**config.mk**
```make
export PLATFORM = sky130hd
export DESIGN_NAME = alu_arbiter
export DESIGN_NICKNAME = d
export VERILOG_FILES = /design/src/rtl/alu_arb_pkg.sv /design/src/rtl/alu_arbiter_rr_arb2.sv /design/src/rtl/alu_arbiter.sv
export SDC_FILE = /design/constraint.sdc
export NUM_CORES = 1
export LEC_CHECK = 0
export BUFFER_PORTS_ARGS = -buffer_cell sky130_fd_sc_hd__buf_2
export CAP_MARGIN = 40
export CORE_UTILIZATION = 30
export DETAILED_ROUTE_END_ITERATION = 7
export PLACE_DENSITY_LB_ADDON = 0.1
export SYNTH_ARGS = -nofsm -noshare
export SYNTH_HDL_FRONTEND = slang
export SYNTH_SLANG_ARGS = --single-unit
```
**constraint.sdc**
```tcl
create_clock -name clk -period 1.4 [get_ports clk]
set_input_delay 0.28 -clock clk [delete_from_list [all_inputs] [get_ports clk]]
set_output_delay 0.28 -clock clk [all_outputs]
set_load 0.1 [all_outputs]
```
**src/rtl/alu_arb_pkg.sv**
```systemverilog
// Shared types and constants for the two-requester ALU arbiter.
package alu_arb_pkg;

  localparam int DATA_W = 32;
  localparam int OP_W   = 3;

  typedef enum logic [1:0] {
    IDLE = 2'd0,
    EXEC = 2'd1,
    RESP = 2'd2
  } state_t;

  localparam logic [OP_W-1:0] OP_AND    = 3'b000;
  localparam logic [OP_W-1:0] OP_OR     = 3'b001;
  localparam logic [OP_W-1:0] OP_ADD    = 3'b010;
  localparam logic [OP_W-1:0] OP_PASS_A = 3'b011;
  localparam logic [OP_W-1:0] OP_PASS_B = 3'b100;
  localparam logic [OP_W-1:0] OP_NOR    = 3'b101;
  localparam logic [OP_W-1:0] OP_SUB    = 3'b110;
  localparam logic [OP_W-1:0] OP_SLT    = 3'b111;

endpackage

```
**src/rtl/alu_arbiter_rr_arb2.sv**
```systemverilog
// Combinational 2-way round-robin picker: on a conflict the requester that
// did not win last time is chosen.
module rr_arb2 (
  input  logic valid0,
  input  logic valid1,
  input  logic last_grant,
  output logic gnt_valid,
  output logic gnt_id
);

  always_comb begin
    gnt_valid = valid0 | valid1;
    gnt_id    = 1'b0;
    if (valid0 && valid1) begin
      gnt_id = ~last_grant;
    end else if (valid1) begin
      gnt_id = 1'b1;
    end
  end

endmodule

```
**src/rtl/alu_arbiter.sv**
```systemverilog
// Round-robin arbiter/sequencer in front of the shared combinational ALU.
// Optional grant statistics counters are built when ALU_ARB_STATS_EN is defined.
module alu_arbiter
  import alu_arb_pkg::*;
(
  input  logic              clk,
  input  logic              rst_n,
`ifdef ALU_ARB_STATS_EN
  output logic [15:0]       grant_cnt0,
  output logic [15:0]       grant_cnt1,
`endif
  input  logic              req0_valid,
  output logic              req0_ready,
  input  logic [DATA_W-1:0] req0_a,
  input  logic [DATA_W-1:0] req0_b,
  input  logic [OP_W-1:0]   req0_op,
  input  logic              req1_valid,
  output logic              req1_ready,
  input  logic [DATA_W-1:0] req1_a,
  input  logic [DATA_W-1:0] req1_b,
  input  logic [OP_W-1:0]   req1_op,
  output logic [DATA_W-1:0] alu_a,
  output logic [DATA_W-1:0] alu_b,
  output logic [OP_W-1:0]   alu_ctr,
  input  logic [DATA_W-1:0] alu_res,
  input  logic              alu_co,
  input  logic              alu_zero,
  input  logic              alu_overflow,
  output logic              rsp_valid,
  input  logic              rsp_ready,
  output logic              rsp_id,
  output logic [DATA_W-1:0] rsp_res,
  output logic              rsp_co,
  output logic              rsp_zero,
  output logic              rsp_ovf
);

  state_t state_reg, state_next;
  logic   last_grant_reg;
  logic   id_reg;
  logic   gnt_valid, gnt_id;
  logic   accept;

  rr_arb2 u_rr_arb2 (
    .valid0     (req0_valid),
    .valid1     (req1_valid),
    .last_grant (last_grant_reg),
    .gnt_valid  (gnt_valid),
    .gnt_id     (gnt_id)
  );

  // Readies depend only on state and the valids, never on rsp_ready.
  always_comb begin
    state_next = state_reg;
    accept     = 1'b0;
    req0_ready = 1'b0;
    req1_ready = 1'b0;
    case (state_reg)
      IDLE: begin
        if (gnt_valid) begin
          accept     = 1'b1;
          req0_ready = ~gnt_id;
          req1_ready = gnt_id;
          state_next = EXEC;
        end
      end
      EXEC: state_next = RESP;
      RESP: begin
        if (rsp_ready) begin
          state_next = IDLE;
        end
      end
      default: state_next = IDLE;
    endcase
  end

  assign rsp_valid = (state_reg == RESP);

  always_ff @(posedge clk or negedge rst_n) begin
    if (!rst_n) begin
      state_reg      <= IDLE;
      last_grant_reg <= 1'b1;
      id_reg         <= 1'b0;
      alu_a          <= '0;
      alu_b          <= '0;
      alu_ctr        <= '0;
      rsp_id         <= 1'b0;
      rsp_res        <= '0;
      rsp_co         <= 1'b0;
      rsp_zero       <= 1'b0;
      rsp_ovf        <= 1'b0;
    end else begin
      state_reg <= state_next;
      if (accept) begin
        alu_a          <= gnt_id ? req1_a  : req0_a;
        alu_b          <= gnt_id ? req1_b  : req0_b;
        alu_ctr        <= gnt_id ? req1_op : req0_op;
        id_reg         <= gnt_id;
        last_grant_reg <= gnt_id;
      end
      // The ALU has had the whole EXEC cycle to settle on the registered operands.
      if (state_reg == EXEC) begin
        rsp_res  <= alu_res;
        rsp_co   <= alu_co;
        rsp_zero <= alu_zero;
        rsp_ovf  <= alu_overflow;
        rsp_id   <= id_reg;
      end
    end
  end

`ifdef ALU_ARB_STATS_EN
  logic [15:0] cnt_reg [2];
  logic [1:0]  acc_vec;

  assign acc_vec = {req1_ready, req0_ready};

  for (genvar gi = 0; gi < 2; gi++) begin : g_cnt
    always_ff @(posedge clk or negedge rst_n) begin
      if (!rst_n) begin
        cnt_reg[gi] <= '0;
      end else if (acc_vec[gi] && (cnt_reg[gi] != 16'hFFFF)) begin
        cnt_reg[gi] <= cnt_reg[gi] + 16'd1;
      end
    end
  end

  assign grant_cnt0 = cnt_reg[0];
  assign grant_cnt1 = cnt_reg[1];
`endif

endmodule

```
==> flow_summary_export.csv <==
group,metric,value,unit
layout,multi_input_area,1970,um^2
synthesis,synth_fp_nets,539,
synthesis,yosys_warnings,0,
worst_setup_path,path_class,"register to output pin",
synthesis,syn_area,4510,um^2
timing,clock_skew,0.00470,ns
synthesis,synth-seq-area-share,59.4,%
timing,holdWs,0.130,ns
layout,seqCellArea,2680,um^2
floorplanning,rows,44,
layout,syn_to_final_growth,71.6,%
layout,layout-drive-gt1-share,63.2,%
synthesis,synth.most_common_cell,"dfrtp_1",
detailed_routing,drtIter0Drc,163,
clocking,cts_sinks,107,
synthesis,synthTopCellsByArea,"dfrtp_1 (59%), a221o_1 (10%), mux2_2 (9.0%)",
detailed_routing,wl_per_cell,19.1,um
synthesis,ys.flop_type,"dfrtp_1",
global_route,overflow,0,
worst_setup_path,r2r_cells,5,
worst_setup_path,worst-path-max-fanout,3,
layout,fin_util,53.0,%
global_route,antenna_found_initial,0,
worst_setup_path,start_kind,"register",
worst_setup_path,reg2reg_from,"last_grant_reg",
worst_setup_path,rrSetupSlack,-0.22,ns
synthesis,netlist-cell-type-count,24,
timing,hold_viol_final,0,
worst_hold_path,min_path_type,"input pin to register",
synthesis,synthCells,365,
floorplanning,io_pins,280,
worst_setup_path,setup.worst_path.end_class,"output pin",
clocking,numCtsBuffers,9,
worst_setup_path,cp_data_arrival_time,1.48,ns
synthesis,synth_edf_count,0,
timing,tightest_slew,0.336,ns
floorplanning,die_x,125,um
clocking,cts-root-buf,"clkbuf_16",
layout,top_regs,"alu_a x32, alu_b x32, rsp_res x32",
floorplanning,core-area,14600,um^2
detailed_routing,drc_errors,0,
placement,portBuffers,279,
global_route,grt_max_degree,40,
clocking,cts_tree,"built",
synthesis,ys_ff_latch,107,
synthesis,ys_async_sr_fraction,100,%
layout,fill_cells,1292,
floorplanning,initial_core_util,30.9,%
clocking,clockBufferDepth,2,
timing,period_minus_slack,1.76,ns
detailed_routing,avgViaCountPerCell,5.06,
synthesis,synth_top_area_cell,"dfrtp_1",
detailed_routing,dr_total_vias,4338,
clocking,path_clk_slew,0.07,ns
worst_setup_path,worst_ep_required_time,1.12,ns
status,violations,"setup timing",
timing,maxSlewViolCount,0,
global_route,grt_pass1_vias,4384,
worst_setup_path,critPathCapture,"req0_ready",
placement,gp_congestion,0.777,
detailed_routing,routed_wl,16400,um
timing,max-slew-margin-rel,77.6,%
global_route,grt_use_total,19.8,%
timing,fin_crit_sh,126,%
timing,fmax,568,MHz
synthesis,avgSynthCellArea,12.4,um^2
worst_setup_path,r2r_end,"alu_a[30]",
detailed_routing,firstDrtPassIters,4,
synthesis,synth_top_cells_by_count,"dfrtp_1 (106), a221o_1 (47), and3_1 (47), nand2_1 (41), mux2_2 (36)",
timing,fin_ws,-0.360,ns
layout,diodes,0,
clocking,clk_latency,0.35,ns
flow_run,drv_cap,0,
floorplanning,die_area,15500,um^2
timing,setup_viol,106,
floorplanning,die_y,125,um
detailed_routing,route.antenna.remaining_nets,0,
layout,final_nets,843,
synthesis,synth_top_area_share,58.8,%
clocking,htreeDepth,3,
placement,place.detailed.hpwl,10600,um
status,status,"finished, violations left",
timing,setup-tns-final,-12.00,ns
global_route,grt_pass1_wl,23900,um
timing,rsz0062_at_grt,"true",
worst_setup_path,cp-startpoint,"last_grant_reg",
area by class of cell:
type	instances	share of cell area, %
multi-input cells	222	25.5
well taps	184	2.98
flip-flops and latches	107	34.6
repair buffers	327	32.8
clock buffers	13	3.36
inverters	2	0.146
clock inverters	3	0.598
worst max-delay path, stage by stage, from the launching register on:
cell and delay (ns):
dfstp_2 0.54, a21bo_4 0.13, and3_4 0.19, buf_12 0.11, buf_12 0.16
cells in the final DEF (no fill, tap or decap), types with 2 or more instances in the layout:
cell type,n
a21o_1,2
a21oi_1,20
a221o_1,47
a31oi_1,20
and3_1,25
and3_4,23
buf_12,24
buf_2,172
buf_4,106
buf_6,15
buf_8,2
bufbuf_16,2
clkbuf_1,2
clkbuf_16,13
clkbuf_8,2
clkinvlp_4,2
dfrtp_1,106
mux2_4,36
nand2_1,23
nand2_2,17
nand2b_4,2
per-stage QoR:
step                      setup slack, ns  instance area, um^2  std cells
final                              -0.360                 7740        858
after CTS                          -0.389                 7230        845
after detailed placement           -0.106                 6520        821
after global routing               -0.414                 7740        858
after global placement            -0.0754                 6520        821
after floorplan                    -0.234                 4540        365
kinds of logic after synthesis:
group                  after synthesis  share of synthesized area [%]
multiplexers                        36                           8.99
AND/OR/NAND/NOR                     94                           11.0
AO/OA/AOI/OAI                       92                           16.3
buffers and inverters               36                           4.27
flip-flops                         107                           59.4
timing repair:
item | 4_1_cts | 5_1_grt
hold buffers | 1 | 0
resized for setup | 102 | 90
gates cloned | 3 | 10
endpoints found under the hold margin | 9 | 0
endpoints found under the setup margin | 149 | 106
pin swaps | 1 | 22
setup buffers | 4 | 3
routing by layer:
| metal | global-route usage (%) | routed length (um) | part of all wire, % |
|---|---|---|---|
| met1 | 25.0 | 7060 | 43 |
| met2 | 32.0 | 7870 | 48 |
| met3 | 6.53 | 1260 | 7.6 |
| met4 | 6.31 | 236 | 1.4 |
| met5 | 0 | 0 | 0 |
worst min-delay path by stage:
stage,start,end,slack [ns],depth (start not counted)
5_1_grt,rsp_ready,state_reg[1],0.12,2
3_3_place_gp,rst_n,alu_b[1],0.15,1
6_report,rsp_ready,state_reg[1],0.13,2
4_1_cts,rsp_ready,state_reg[1],0.11,2
2_1_floorplan,rst_n,alu_a[0],-0.02,0
3_5_place_dp,rst_n,alu_b[5],0.14,1
Power is left out: the tool's default activity adds up to more than one toggle a clock period on the data nets, which glitch-free logic cannot reach.
